$ cat config.mk
export PLATFORM = sky130hd
export DESIGN_NAME = transfer_sequencer
export DESIGN_NICKNAME = d
export VERILOG_FILES = /design/src/rtl/transfer_sequencer_pkg.sv /design/src/rtl/transfer_sequencer_edge_detect.sv /design/src/rtl/transfer_sequencer.sv
export SDC_FILE = /design/constraint.sdc
export NUM_CORES = 1
export LEC_CHECK = 0
export CAP_MARGIN = 20
export CORE_MARGIN = 3
export CORE_UTILIZATION = 43
export DETAILED_ROUTE_END_ITERATION = 6
export GPL_TIMING_DRIVEN = 1
export PLACE_DENSITY = 0.75
export SYNTH_ARGS = -nofsm -noshare
export SYNTH_HDL_FRONTEND = slang
export SYNTH_HIERARCHICAL = 1
export SYNTH_SLANG_ARGS = --single-unit
$ cat constraint.sdc
create_clock -name clk -period 1.8 [get_ports clk]
set_input_delay 0.36 -clock clk [delete_from_list [all_inputs] [get_ports clk]]
set_output_delay 0.36 -clock clk [all_outputs]
set_load 0.005 [all_outputs]
$ cat src/rtl/transfer_sequencer_pkg.sv
// Shared definitions for the receive-then-forward sequencer: state codes,
// latched error codes and the packing of the display status word.
package transfer_sequencer_pkg;

    typedef enum logic [3:0] {
        ST_IDLE  = 4'd0,
        ST_RECV  = 4'd1,
        ST_CHECK = 4'd2,
        ST_DRAIN = 4'd3,
        ST_DONE  = 4'd4,
        ST_FAULT = 4'd5
    } state_t;

    localparam logic [3:0] ERR_NONE         = 4'h0;
    localparam logic [3:0] ERR_OVERFLOW     = 4'hD;
    localparam logic [3:0] ERR_EARLY_FINISH = 4'hE;
    localparam logic [3:0] ERR_TIMEOUT      = 4'hF;

    function automatic logic [15:0] pack_status(input state_t st, input logic [3:0] err,
                                                input logic [7:0] crc);
        return {st, err, crc};
    endfunction

endpackage

$ cat src/rtl/transfer_sequencer_edge_detect.sv
// Registered rising-edge detector: remembers last cycle's level so a level
// already high when first observed is not mistaken for a new edge.
module transfer_sequencer_edge_detect (
    input  logic clk,
    input  logic reset,
    input  logic sig,
    output logic rise
);

    logic prev_q;
    logic prev_d;

    always_comb begin
        prev_d = sig;
    end

    always_ff @(posedge clk) begin
        if (reset) begin
            prev_q <= 1'b0;
        end else begin
            prev_q <= prev_d;
        end
    end

    assign rise = sig & ~prev_q;

endmodule

$ cat src/rtl/transfer_sequencer.sv
// Start-triggered sequencer for COM_to_FIFO then FIFO_to_out, with a stall
// watchdog, error/CRC latching and a status word for the seven-segment display.
module transfer_sequencer
    import transfer_sequencer_pkg::*;
#(
    parameter int TIMEOUT_CYCLES = 4096,
    parameter int COUNT_W        = 10,
    parameter bit AUTO_RESTART   = 1'b0
) (
    input  logic               clk,
    input  logic               reset,
    input  logic               start,
    input  logic               com_finish,
    input  logic [3:0]         com_error,
    input  logic [7:0]         com_crc,
    input  logic               fifo_empty,
    input  logic               fifo_full,
    input  logic [COUNT_W-1:0] fifo_count,
    input  logic               out_finish,
    output logic               com_enable,
    output logic               out_enable,
    output logic               busy,
    output logic               done,
    output logic               fault,
    output logic [15:0]        status
);

    localparam int WD_W = $clog2(TIMEOUT_CYCLES);
    localparam logic [WD_W-1:0] WD_LAST = WD_W'(TIMEOUT_CYCLES - 1);

    state_t             state_q, state_d;
    logic [3:0]         err_q, err_d;
    logic [7:0]         crc_q, crc_d;
    logic [WD_W-1:0]    wd_q, wd_d;
    logic [COUNT_W-1:0] cnt_q, cnt_d;
    logic               done_q, done_d;

    logic com_rise;
    logic out_rise;
    logic watching;
    logic wd_expired;

    transfer_sequencer_edge_detect u_com_edge (
        .clk   (clk),
        .reset (reset),
        .sig   (com_finish),
        .rise  (com_rise)
    );

    transfer_sequencer_edge_detect u_out_edge (
        .clk   (clk),
        .reset (reset),
        .sig   (out_finish),
        .rise  (out_rise)
    );

    always_comb begin
        state_d    = state_q;
        err_d      = err_q;
        crc_d      = crc_q;
        watching   = (state_q == ST_RECV) || (state_q == ST_DRAIN);
        wd_expired = watching && (wd_q == WD_LAST);

        // Within a state, earlier branches win: overflow, then stall, then finish edges.
        case (state_q)
            ST_IDLE: begin
                if (start) begin
                    state_d = ST_RECV;
                end
            end
            ST_RECV: begin
                if (fifo_full) begin
                    state_d = ST_FAULT;
                    err_d   = ERR_OVERFLOW;
                end else if (wd_expired) begin
                    state_d = ST_FAULT;
                    err_d   = ERR_TIMEOUT;
                end else if (com_rise) begin
                    state_d = ST_CHECK;
                    err_d   = com_error;
                    crc_d   = com_crc;
                end
            end
            ST_CHECK: begin
                if (err_q != ERR_NONE) begin
                    state_d = ST_FAULT;
                end else if (fifo_empty) begin
                    state_d = ST_DONE;
                end else begin
                    state_d = ST_DRAIN;
                end
            end
            ST_DRAIN: begin
                if (wd_expired) begin
                    state_d = ST_FAULT;
                    err_d   = ERR_TIMEOUT;
                end else if (out_rise) begin
                    if (fifo_empty) begin
                        state_d = ST_DONE;
                    end else begin
                        state_d = ST_FAULT;
                        err_d   = ERR_EARLY_FINISH;
                    end
                end
            end
            ST_DONE: begin
                if (AUTO_RESTART || start) begin
                    state_d = ST_RECV;
                end
            end
            ST_FAULT: begin
                if (start) begin
                    state_d = ST_IDLE;
                    err_d   = ERR_NONE;
                    crc_d   = 8'h00;
                end
            end
            default: begin
                state_d = ST_IDLE;
            end
        endcase

        done_d = (state_d == ST_DONE) && (state_q != ST_DONE);
        cnt_d  = fifo_count;

        // Any state change or FIFO movement counts as progress and restarts the stall count.
        if (!watching || (state_d != state_q) || (fifo_count != cnt_q)) begin
            wd_d = '0;
        end else begin
            wd_d = wd_q + WD_W'(1);
        end
    end

    always_ff @(posedge clk) begin
        if (reset) begin
            state_q <= ST_IDLE;
            err_q   <= ERR_NONE;
            crc_q   <= 8'h00;
            wd_q    <= '0;
            cnt_q   <= '0;
            done_q  <= 1'b0;
        end else begin
            state_q <= state_d;
            err_q   <= err_d;
            crc_q   <= crc_d;
            wd_q    <= wd_d;
            cnt_q   <= cnt_d;
            done_q  <= done_d;
        end
    end

    assign com_enable = (state_q == ST_RECV);
    assign out_enable = (state_q == ST_DRAIN);
    assign busy       = (state_q == ST_RECV) || (state_q == ST_CHECK) || (state_q == ST_DRAIN);
    assign done       = done_q;
    assign fault      = (state_q == ST_FAULT);
    assign status     = pack_status(state_q, err_q, crc_q);

endmodule

After elaboration in Yosys (flattened, before gate mapping)
Index checks and enable logic that the tools add are counted.
Word-level totals
  output and inout port bits: 21
  logic and storage cells: 70
  flip-flop bits (word level): 41
Cells by class
  bitwise gates (word level): 4
  equality and inequality tests: 17
  reductions and logical operators: 16
  mux-type cells: 24
  add/sub/neg operators: 1
Operators with widths (number)
  $mux 4: 14
  $mux 8: 4
  $pmux 4 s5: 1
  $pmux 8 s2: 1
  $add 12x1->12 const B: 1
  $eq 12x12->1 const B: 1
  $eq 4x3->1 const B: 3
  $pmux 4 s3: 1
  $ne 10x10->1: 1
  $reduce_and 5->1: 2
  $eq 4x2->1 const B: 2
  $mux 3: 2
  $ne 2x2->1 const B: 3
  $logic_or 1x1->1: 5
  $eq 4x1->1 const B: 1
  $logic_not 4->1: 1
  $ne 4x2->1 const B: 1
  $ne 4x3->1 const B: 1
  $ne 4x4->1: 1
  $reduce_bool 4->1: 1
  $reduce_or 2->1: 2
  $ne 3x1->1 const B: 1
  $ne 3x2->1 const B: 1
  $reduce_bool 3->1: 1
  other kinds (7): 10

Depth between registers and ports, before layout
  word-level depth: 10
  gate-level depth with buffers: 8

Hierarchy
The synthesis kept the hierarchy.
By module, submodules not included
  transfer_sequencer: times used 1, cells each 201, area an instance 1794.2 sq um, sequential area each 780.7 sq um
  transfer_sequencer_edge_detect: times used 2, cells each 3, area an instance 47.5 sq um, sequential area each 20.0 sq um

Worst setup path before layout
OpenSTA, ideal clock, no wires.
  kind: register to register
  start: reg state_q[3]
  end: reg err_q[1]
  period minus slack after synthesis: 1.933 ns
  setup slack: -0.133 ns
  data required time: 1.721 ns
  path buffers: 2
  arrival: 1.854 ns
  cell stages (with the launch flop): 8
  library setup time: 0.079 ns
  cell sequence: dfxtp_1 -> buf_6 -> or3b_1 -> buf_6 -> nor4_4 -> nor2_1 -> or3_1 -> a211oi_2
On the way
  longest elaborated chain between the ends: 6
Ends and longest elaborated chain
  start, declared: RTL line transfer_sequencer.sv:31  | state_t state_q, state_d;
  start signal, assigned: RTL line transfer_sequencer.sv:143  | state_q <= state_d;
  $eq 4x1->1 or $eq 4x2->1 (tied branches): RTL line transfer_sequencer.sv:61, transfer_sequencer.sv:65
  $logic_or 1x1->1: RTL line transfer_sequencer.sv:61  | watching = (state_q == ST_RECV) || (state_q == ST_DRAIN);
  $logic_and 1x1->1: RTL line transfer_sequencer.sv:62  | wd_expired = watching && (wd_q == WD_LAST);
  $mux 4: RTL line transfer_sequencer.sv:75  | end else if (wd_expired) begin
  $mux 4: RTL line transfer_sequencer.sv:72  | if (fifo_full) begin
  $pmux 4 s3: RTL line transfer_sequencer.sv:65  | case (state_q)
  end signal, assigned: RTL line transfer_sequencer.sv:144  | err_q <= err_d;
  end, declared: RTL line transfer_sequencer.sv:32  | logic [3:0] err_q, err_d;
Parallel ways exist; a longest one is shown, timed or not.
A chain may end at the register's enable or synchronous reset.

Worst setup path in the final report
  start: reg state_q[0]
  end: out fault
On the way
  longest elaborated chain between the ends: 1
Ends and longest elaborated chain
  $eq 4x3->1: RTL line transfer_sequencer.sv:156  | assign fault = (state_q == ST_FAULT);
  end, declared: RTL line transfer_sequencer.sv:24  | output logic fault,
Every way passes these cells.

==> run metrics <==
standard-cell row count 23; number of instances in the synthesized netlist 207; number of clock buffers inserted by TritonCTS 5; total instance count after detailed placement 339; insertion delay of the later-clocked pin in the worst-skew pair 290 ps; share of the clock period used by the worst path 101%; die area 5230 sq um; reg-to-reg slack, setup -10 ps; Post-synth EDFFs 0; hpwl dp 3400 um; worst setup path class reg2out; worst hold path class in2reg; total nets after synthesis around 240; max-cap violation count 0; Power Density 593 nW/um^2; cell leakage power 1.20 nW; element type at the critical path start flip-flop; setup skew after layout 6.44 ps; slack of the critical path -20.0 ps; Clock Path Buffers 2; number of global-route vias before repair 1,745; Vias 1,826; maximum number of pins on one net before global-route repair 28; CTS Root Cell sky130_fd_sc_hd__clkbuf_8; sink count of the clock tree 41; worst path required time 1440 ps; area of the core 4120 sq um; sum of negative setup slack -53.7 ps; most common cell after layout, fill and taps aside sky130_fd_sc_hd__buf_4; Die Span X 72.3 um; Vias/cell roughly 5.2; final number of hold-violating endpoints 0; end point of the worst hold path cnt_q[1]; clock-pin transition on the worst setup and hold timing paths approximately 80 ps; layout net count between 300 and 400; unrepaired setup endpoints after global routing yes; async set-or-reset flop fraction in the synthesized netlist 0%; Routed Antenna Nets 0; clock period minus worst slack 1820 ps; Total Power 1.77 mW; largest fanout of any net on the critical path 3; first-pass iteration count of the detailed router 4; Most used DFF post-synth sky130_fd_sc_hd__dfxtp_1; launch point of the worst reg-to-reg path state_q[0]; type of element capturing the critical path output port; number of different library cells in the post-synthesis netlist 45; top library cells by usage in the layout, fill and taps aside 43 x sky130_fd_sc_hd__buf_4, 40 x sky130_fd_sc_hd__clkdlybuf4s50_1, 35 x sky130_fd_sc_hd__dfxtp_1; data arrival time of the worst path ~1500 ps; area overhead of the layout relative to synthesis 57.7%; wire length of the first global-routing pass between 7000 and 8000 um; syn avg cell area 9.13 sq um; number of flip-flops and latches in the synthesized netlist 41; worst IR drop on VDD 436 uV; total length of routed wires 4770 um; hold depth 2; number of pins with negative max-slew slack in the final report 0; gr ovfl total 0; gp weighted congestion 0.843; startpoint of the most critical setup path state_q[0]; overall routing resource usage 19.3%; Iteration-0 DRC Markers 98; die height 72.3 um; status complete, but fails checks; number of setup violations in the final report 5; post-synthesis sequential area ratio 43.4%; filler-free cell count of the finished design 351; drt wl/cell 13.6 um; number of warnings reported in the yosys synthesis log 6; CTS tree built; number of antenna violations at the first check in global routing 0; Max Freq 549 MHz; ports placed on the boundary 50; hold buffer count at cts 0; Crit Reg-Reg Endpoint wd_q[2]; share of cells above drive strength 1 between 30% and 40%; cell count of the worst reg-to-reg path 5; hold_sp fifo_count[1]; failing checks setup timing; DRC viols 0; number of buffer cells added on primary ports 49; Syn Std Cell Area 1890 sq um; effective utilization at floorplan 45.9%; Antenna Cells 0; number of levels the H-tree was split into 2
[area by class of cell]
| class | instances | area [sq um] |
|---|---|---|
| Fill cell | 325 | 1140 |
| Timing Repair Buffer | 94 | 832 |
| Inverter | 3 | 11.3 |
| Clock buffer | 5 | 68.8 |
| Multi-Input combinational cell | 155 | 1160 |
| Sequential cell | 41 | 828 |
| Tap cell | 50 | 62.6 |
| Clock inverter | 3 | 17.5 |
[power by group]
part | internal [mW] | total [mW] | switching, mW
clock | 0.268 | 0.589 | 0.322
sequential | 0.929 | 0.941 | 0.0123
combinational | 0.142 | 0.237 | 0.0955
[flip-flops by register name, indices dropped and copies added, names as in the netlist]
signal	count
cnt_q	10
crc_q	8
done	1
err_q	4
state_q	4
wd_q	12
u_out_edge/prev_q	1
u_com_edge/prev_q	1
[cells in the mapped netlist (2+ instances only)]
cell                       instances  area, sq um
sky130_fd_sc_hd__a211oi_1          2         15.0
sky130_fd_sc_hd__a21o_1            3         22.5
sky130_fd_sc_hd__a21oi_1          10         50.1
sky130_fd_sc_hd__a22oi_1           2         15.0
sky130_fd_sc_hd__and3_1            2         12.5
sky130_fd_sc_hd__buf_2             4         20.0
sky130_fd_sc_hd__buf_6             2         22.5
sky130_fd_sc_hd__clkbuf_1          2         7.51
sky130_fd_sc_hd__dfxtp_1          41          821
sky130_fd_sc_hd__inv_1             3         11.3
sky130_fd_sc_hd__nand2_1          14         52.6
sky130_fd_sc_hd__nand2b_1          3         18.8
sky130_fd_sc_hd__nand3_1          15         75.1
sky130_fd_sc_hd__nand4_1           2         12.5
sky130_fd_sc_hd__nor2_1           28          105
sky130_fd_sc_hd__nor2b_1          10         62.6
sky130_fd_sc_hd__nor2b_4           4         55.1
sky130_fd_sc_hd__nor3_1            4         20.0
sky130_fd_sc_hd__nor4_1            3         18.8
sky130_fd_sc_hd__nor4_4            2         42.5
sky130_fd_sc_hd__nor4b_1           3         26.3
sky130_fd_sc_hd__o21ai_0           2         10.0
sky130_fd_sc_hd__o31ai_1           2         15.0
sky130_fd_sc_hd__or3_1             2         12.5
sky130_fd_sc_hd__or3b_2            2         17.5
sky130_fd_sc_hd__or4_1             2         15.0
sky130_fd_sc_hd__xnor2_1           6         52.6
sky130_fd_sc_hd__xor2_1           15          131
[metal layers]
| metal | track usage, % | wire (um) |
|---|---|---|
| met5 | 0 | 0 |
| met4 | 8.14 | 97 |
| met3 | 3.88 | 200 |
| met2 | 31.6 | 2380 |
| met1 | 24.7 | 2090 |
[logic make-up after synthesis]
group / Yosys count / share of synthesized area, %
xor+xnor: 21 / 9.74
fa+ha+maj: 1 / 0.662
flops: 41 / 43.4
other cells: 1 / 0.198
simple gates: 103 / 32.4
compound gates: 28 / 10.1
buf+inv: 12 / 3.44
[how the worst max path moves through the flow]
stage                     to  depth (start not counted)
floorplan           crc_q[0]                          7
global placement     wd_q[9]                          6
detailed placement   wd_q[8]                          6
CTS                    fault                          4
global route            done                          7
finish                 fault                          4
[what timing repair did]
item	in CTS	in global routing
gates cloned	1	0
pin swaps	15	18
setup endpoints to repair	22	28
buffers inserted	3	1
gates resized for setup	29	18
[per-stage QoR]
stage / hold slack, ps / setup slack (ps) / utilization, % / cell area [sq um]
after floorplan: 417 / -30.6 / - / 1930
after global placement: 453 / -327 / 66.3 / 2730
after detailed placement: 461 / -390 / 66.3 / 2730
after CTS: 430 / -24.4 / 70.2 / 2890
after global routing: 385 / -94.3 / 72.4 / 2980
final: 342 / -20.0 / 72.4 / 2980
[worst max-delay path, cell delays in order, from the launching register on]
cell,delay (ps)
sky130_fd_sc_hd__dfxtp_2,360
sky130_fd_sc_hd__or2b_1,260
sky130_fd_sc_hd__or3b_4,380
sky130_fd_sc_hd__inv_2,80
sky130_fd_sc_hd__buf_6,90
Note: power is estimated with default switching activity, not from simulation.
